`config.mk`:
```
export PLATFORM = sky130hd
export DESIGN_NAME = mem_req_buffer
export DESIGN_NICKNAME = d
export VERILOG_FILES = /design/src/rtl/mem_req_buffer.sv
export SDC_FILE = /design/constraint.sdc
export NUM_CORES = 1
export LEC_CHECK = 0
export CAP_MARGIN = 20
export CORE_MARGIN = 4
export CORE_UTILIZATION = 40
export CTS_BUF_LIST = sky130_fd_sc_hd__clkbuf_2 sky130_fd_sc_hd__clkbuf_4 sky130_fd_sc_hd__clkbuf_8
export DETAILED_ROUTE_END_ITERATION = 6
export GPL_TIMING_DRIVEN = 0
export SLEW_MARGIN = 15
export SYNTH_ARGS = -nofsm -noshare
export SYNTH_HDL_FRONTEND = slang
export SYNTH_SLANG_ARGS = --single-unit
```
`constraint.sdc`:
```
create_clock -name clk -period 7.5 [get_ports clk]
set_input_delay 1.875 -clock clk [delete_from_list [all_inputs] [get_ports clk]]
set_output_delay 1.875 -clock clk [all_outputs]
set_load 0.01 [all_outputs]
```
`src/rtl/mem_req_buffer.sv`:
```
`default_nettype none
// ============================================================================
// Module   : mem_req_buffer
// Purpose  : Decouples a core's memory request and write-data channels from
//            external memory. Requests {rw, addr, tag} and write data
//            {bits, mask} are queued in two independent DEPTH-entry FIFOs and
//            re-issued downstream as request, then (for writes) its data beat.
// Ports    : clk, reset (synchronous, active-low)
//            up_req_*   : upstream request channel  (valid/ready, rw/addr/tag)
//            up_data_*  : upstream write-data channel (valid/ready, bits/mask)
//            dn_req_*   : downstream request channel
//            dn_data_*  : downstream write-data channel
//            dbg_req_cnt / dbg_stall_cnt : statistics counters
// Options  : MEM_REQ_BUF_STATS_EN - when defined, builds the statistics
//            counters; otherwise both dbg outputs are tied to zero.
// Revision : 1.0 - initial release
// ============================================================================
module mem_req_buffer #(
  parameter int DEPTH  = 4,
  parameter int ADDR_W = 28,
  parameter int DATA_W = 128,
  parameter int TAG_W  = 5
) (
  input  logic                clk,
  input  logic                reset,
  input  logic                up_req_valid,
  input  logic                up_req_rw,
  input  logic [ADDR_W-1:0]   up_req_addr,
  input  logic [TAG_W-1:0]    up_req_tag,
  output logic                up_req_ready,
  input  logic                up_data_valid,
  input  logic [DATA_W-1:0]   up_data_bits,
  input  logic [DATA_W/8-1:0] up_data_mask,
  output logic                up_data_ready,
  output logic                dn_req_valid,
  output logic                dn_req_rw,
  output logic [ADDR_W-1:0]   dn_req_addr,
  output logic [TAG_W-1:0]    dn_req_tag,
  input  logic                dn_req_ready,
  output logic                dn_data_valid,
  output logic [DATA_W-1:0]   dn_data_bits,
  output logic [DATA_W/8-1:0] dn_data_mask,
  input  logic                dn_data_ready,
  output logic [31:0]         dbg_req_cnt,
  output logic [31:0]         dbg_stall_cnt
);

  localparam int PTR_W = $clog2(DEPTH);
  localparam int CNT_W = $clog2(DEPTH) + 1;

  localparam logic [0:0] D_REQ   = 1'b0;
  localparam logic [0:0] D_WDATA = 1'b1;

  // Request FIFO storage
  logic              r_req_rw   [DEPTH];
  logic [ADDR_W-1:0] r_req_addr [DEPTH];
  logic [TAG_W-1:0]  r_req_tag  [DEPTH];
  logic [PTR_W-1:0]  r_req_wr, r_req_rd;
  logic [CNT_W-1:0]  r_req_cnt;

  // Data FIFO storage
  logic [DATA_W-1:0]   r_dat_bits [DEPTH];
  logic [DATA_W/8-1:0] r_dat_mask [DEPTH];
  logic [PTR_W-1:0]    r_dat_wr, r_dat_rd;
  logic [CNT_W-1:0]    r_dat_cnt;

  logic [0:0] r_state;
  logic [0:0] w_state_nxt;

  logic w_req_push, w_req_pop, w_dat_push, w_dat_pop;
  logic w_req_nempty, w_dat_nempty, w_head_rw;
  logic w_dn_req_valid, w_dn_data_valid;

  assign w_req_nempty = (r_req_cnt != '0);
  assign w_dat_nempty = (r_dat_cnt != '0);
  assign w_head_rw    = r_req_rw[r_req_rd];

  // Readiness is purely "not full" (no bypass) and forced low while in reset.
  assign up_req_ready  = reset && (r_req_cnt != CNT_W'(DEPTH));
  assign up_data_ready = reset && (r_dat_cnt != CNT_W'(DEPTH));

  assign w_req_push = up_req_valid  && up_req_ready;
  assign w_dat_push = up_data_valid && up_data_ready;
  assign w_req_pop  = w_dn_req_valid  && dn_req_ready;
  assign w_dat_pop  = w_dn_data_valid && dn_data_ready;

  // ---------------- Request FIFO ----------------
  always_ff @(posedge clk) begin
    if (w_req_push) begin
      r_req_rw[r_req_wr]   <= up_req_rw;
      r_req_addr[r_req_wr] <= up_req_addr;
      r_req_tag[r_req_wr]  <= up_req_tag;
    end
  end

  always_ff @(posedge clk) begin
    if (!reset) begin
      r_req_wr  <= '0;
      r_req_rd  <= '0;
      r_req_cnt <= '0;
    end else begin
      if (w_req_push) r_req_wr <= r_req_wr + 1'b1;
      if (w_req_pop)  r_req_rd <= r_req_rd + 1'b1;
      case ({w_req_push, w_req_pop})
        2'b10:   r_req_cnt <= r_req_cnt + 1'b1;
        2'b01:   r_req_cnt <= r_req_cnt - 1'b1;
        default: r_req_cnt <= r_req_cnt;
      endcase
    end
  end

  // ---------------- Data FIFO ----------------
  always_ff @(posedge clk) begin
    if (w_dat_push) begin
      r_dat_bits[r_dat_wr] <= up_data_bits;
      r_dat_mask[r_dat_wr] <= up_data_mask;
    end
  end

  always_ff @(posedge clk) begin
    if (!reset) begin
      r_dat_wr  <= '0;
      r_dat_rd  <= '0;
      r_dat_cnt <= '0;
    end else begin
      if (w_dat_push) r_dat_wr <= r_dat_wr + 1'b1;
      if (w_dat_pop)  r_dat_rd <= r_dat_rd + 1'b1;
      case ({w_dat_push, w_dat_pop})
        2'b10:   r_dat_cnt <= r_dat_cnt + 1'b1;
        2'b01:   r_dat_cnt <= r_dat_cnt - 1'b1;
        default: r_dat_cnt <= r_dat_cnt;
      endcase
    end
  end

  // ---------------- Downstream FSM ----------------
  always_ff @(posedge clk) begin
    if (!reset) r_state <= D_REQ;
    else        r_state <= w_state_nxt;
  end

  always_comb begin
    w_state_nxt = r_state;
    case (r_state)
      D_REQ:   if (w_req_pop && w_head_rw) w_state_nxt = D_WDATA;
      D_WDATA: if (w_dat_pop)              w_state_nxt = D_REQ;
      default: w_state_nxt = D_REQ;
    endcase
  end

  // A write request is only offered once its data beat is already queued, so
  // D_WDATA always has a valid data head and never has to wait on upstream.
  always_comb begin
    w_dn_req_valid  = 1'b0;
    w_dn_data_valid = 1'b0;
    case (r_state)
      D_REQ:   w_dn_req_valid  = reset && w_req_nempty && (!w_head_rw || w_dat_nempty);
      D_WDATA: w_dn_data_valid = reset;
      default: begin
        w_dn_req_valid  = 1'b0;
        w_dn_data_valid = 1'b0;
      end
    endcase
  end

  assign dn_req_valid  = w_dn_req_valid;
  assign dn_req_rw     = w_head_rw;
  assign dn_req_addr   = r_req_addr[r_req_rd];
  assign dn_req_tag    = r_req_tag[r_req_rd];
  assign dn_data_valid = w_dn_data_valid;
  assign dn_data_bits  = r_dat_bits[r_dat_rd];
  assign dn_data_mask  = r_dat_mask[r_dat_rd];

  // ---------------- Statistics ----------------
`ifdef MEM_REQ_BUF_STATS_EN
  logic [31:0] r_req_stat;
  logic [31:0] r_stall_stat;

  always_ff @(posedge clk) begin
    if (!reset) begin
      r_req_stat   <= '0;
      r_stall_stat <= '0;
    end else begin
      if (w_req_pop)                     r_req_stat   <= r_req_stat + 1'b1;
      if (up_req_valid && !up_req_ready) r_stall_stat <= r_stall_stat + 1'b1;
    end
  end

  assign dbg_req_cnt   = r_req_stat;
  assign dbg_stall_cnt = r_stall_stat;
`else
  assign dbg_req_cnt   = '0;
  assign dbg_stall_cnt = '0;
`endif

endmodule
`default_nettype wire

```
==> flow_summary.yaml, run 1 <==
detailed_routing:
  drc: 0
  drt-total-wl_um: 58500
  dr.first_iter.drc_count: 718
  dr.pass1.iters: 4
  viasPerCell: 4.90
  vias: 12959
  wl_per_cell_um: 22.1
  postRouteAntennaNets: 0
synth:
  synth_edf_count: 712
  synthFlopType: "edfxtp_1"
  synth_compound_area_share_pct: 0.420
  synth_mux_area_share_pct: 14.9
  synth_top_family_by_area: "multiplexers"
  synthXorXnorAreaFrac_pct: 0.194
  synth.ff_latch_count: 731
  ys_seq_area_share_pct: 80.3
  synth_area_mm2: 0.0271
  synth_area_leaders: "edfxtp_1, mux4_2, buf_4"
  async_reset_ff_share_pct: 0
  synth_top_cell_by_area: "edfxtp_1"
  synth_cell_type_count: 33
  synth_common_cells: "edfxtp_1, mux4_2, buf_4"
  synthAdderAreaFrac_pct: 0.610
  yosysTopAreaCellShare_pct: 78.9
  synth.most_common_cell: "edfxtp_1"
  synthCells: 1107
  yosys_warnings: 0
  synthSimpleGateAreaFrac_pct: 0.827
  postSynthAreaPerCell_um2: 24.5
setup_path:
  critical_path.max_fanout: 7
  critPathRequiredTime_ps: 5620
  cp-start-kind: "input port"
  critPathKind: "in2out"
  crit_path_end_kind: "output pin"
  crit_arrival_ps: 3710
cells_and_area:
  areaGrowthSynthToFinish_pct: 28.7
  fin_nets: 1868
  post-route-cell-area_mm2: 0.0349
  register_area_mm2: 0.0218
  nFillCells: 5312
  drive_above_1_share_pct: 26.9
  final_cells: 2643
  fin_util_pct: 51.9
  multi_input_area_mm2: 0.00485
die:
  die_w_um: 268
  core_region_area_mm2: 0.0672
  num_rows: 95
  fp.dieH_um: 268
  ioPinCount: 430
  design.die.area_mm2: 0.0720
  start_util_pct: 40.3
cts:
  clock_latency_ps: 720
  cts_sinks: 731
  postCtsSetupBuffers: 0
  ctsHtreeMaxLevel: 3
  cts_hold_buf: 0
  postCtsResizedCells: 0
  cts_tree: "done"
  cts-root-buf: "clkbuf_8"
  path_clk_slew_ps: 50
  clk_path_buf_depth: 3
  cts_buffers: 119
min_path:
  min_path_type: "reg2reg"
global_route:
  gr-usage-all-layers_pct: 16.0
  grt_max_degree: 46
  grt-ovfl-total: 0
  grt_pass1_vias: 13678
  antenna_found_initial: 8
  grt_pass1_wl_um: 85400
timing:
  drv_slew: 0
  fin_ws_ps: 1910
  hold_violations: 0
  worst_pin_slew_ps: 874
  rsz0062_at_grt: "no"
  min_period_ps: 5590
  fin_crit_sh_pct: 74.5
  clock_skew_ps: 40.2
  slew_headroom_pct: 41.8
  setup_viol: 0
  fmax_mhz: 179
placement:
  place_area_mm2: 0.0325
  dp.cells: 2424
  io_buffers: 365
  pre_cts_ws_ps: 1940
  hpwl_um: 37600
  place.gp.congestion: 0.708
power_and_ir_drop:
  p_leak_nw: 11.3
  power.total_mw: 8.49
  vdd_drop_max_mv: 0.153
  powerDensity_mw_per_mm2: 243
job:
  maxCapViolCount: 0
status:
  status: "finished, final reports clean"
state kept, by name (all words and copies together) (netlist names), named ones only:
| name | count |
|---|---|
| r_dat_mask | 64 |
| r_req_wr | 2 |
| r_req_addr | 112 |
| r_state | 1 |
| r_req_rd | 2 |
| r_req_rw | 4 |
| r_dat_wr | 2 |
| r_req_tag | 20 |
| r_req_cnt | 3 |
| r_dat_bits | 512 |
| r_dat_cnt | 3 |
| r_dat_rd | 2 |
cell type report:
class                   instances  area share, %
flip-flops and latches        731           62.4
multi-input cells             319           13.9
repair buffers                381           11.7
clock buffers                 170           5.90
well taps                     873           3.13
plain buffers                 106           1.96
clock inverters                47          0.872
inverters                      14          0.151
diodes                          2         0.0143
worst paths after layout:
path / startpoint / endpoint / slack, ps / cells past startpoint
max: reset / dn_req_valid / 1910 / 4
min: r_req_rd[1] / r_req_rd[1] / 460 / 1
max reg2reg: register / r_req_cnt[2] / 4700 / 9
min reg2reg: r_req_rd[1] / r_req_rd[1] / 460 / 1
critical path: stages:
cell and delay [ps]:
clkdlybuf4s50_1 560, inv_1 170, a2111oi_0 430, clkdlybuf4s50_1 680
per-stage QoR:
| step | hold slack [ps] | TNS, ps |
|---|---|---|
| floorplan | 430 | 0 |
| global placement | 446 | -1278650 |
| detailed placement | 456 | 0 |
| CTS | 464 | 0 |
| global route | 480 | 0 |
| finish | 461 | 0 |
power breakdown:
part           internal [mW]  switching [mW]
clock                   1.84            1.51
combinational          0.288           0.242
sequential              4.59          0.0210
metal layers:
layer	wire length, um	global-route usage [%]	share of wire, %	up-vias
met5	72	0	0.12	-
met4	1420	5.06	2.4	12
met3	5130	6.30	8.8	120
met2	28500	25.4	49	407
met1	23400	20.5	40	6716
li1	-	-	-	5704
placed cells by master, fill, tap and decap left out, types with 3 or more instances in the layout:
master | netlist | routed
nor2_1 | 10 | 10
inv_1 | 14 | 14
buf_2 | 13 | 13
edfxtp_1 | 712 | 712
and2_1 | 11 | 3
clkbuf_1 | 16 | 16
and2_4 | 0 | 4
clkinv_2 | 0 | 6
clkinv_1 | 0 | 31
conb_1 | 1 | 64
and2_2 | 0 | 4
buf_16 | 0 | 13
xor2_1 | 6 | 6
buf_1 | 6 | 6
clkbuf_4 | 0 | 45
mux2i_1 | 3 | 3
ha_1 | 10 | 10
buf_12 | 0 | 3
mux4_2 | 178 | 178
nand2_1 | 3 | 3
clkbuf_8 | 0 | 125
nand4_1 | 4 | 4
clkdlybuf4s50_1 | 0 | 365
buf_4 | 70 | 70
dfxtp_1 | 19 | 19
inv_12 | 0 | 4
a21oi_1 | 7 | 7
logic make-up (layout without fill, tap and decap cells):
logic type	after synthesis	in the layout
adder cells (fa/ha/maj)	12	12
multiplexers	181	181
XOR/XNOR	6	6
AND/OR/NAND/NOR	40	40
AO/OA/AOI/OAI	16	16
other	1	66
buffers and inverters	120	718
flip-flops	731	731
(Power assumes the default switching activity.)
==> run 2, diff against run 1 <==
==> constraint.sdc (replaced) <==
create_clock -name clk -period 5.8 [get_ports clk]
set_input_delay 1.45 -clock clk [delete_from_list [all_inputs] [get_ports clk]]
set_output_delay 1.45 -clock clk [all_outputs]
set_load 0.01 [all_outputs]
==> results of run 2 <==
Same layout as run 1 (identical final DEF). Status: finished, final reports clean.
Among the figures that moved: setup slack after placement 1940 ps -> 1090 ps; clock-pin slew on the worst setup and hold paths 50 ps -> 60 ps; setup slack after layout 1910 ps -> 847 ps; end point of the critical path dn_req_valid -> dn_data_bits[67]; register-to-register setup slack 4700 ps -> 3000 ps; total power 8.49 mW -> 11.0 mW; worst IR drop on VDD 0.153 mV -> 0.198 mV
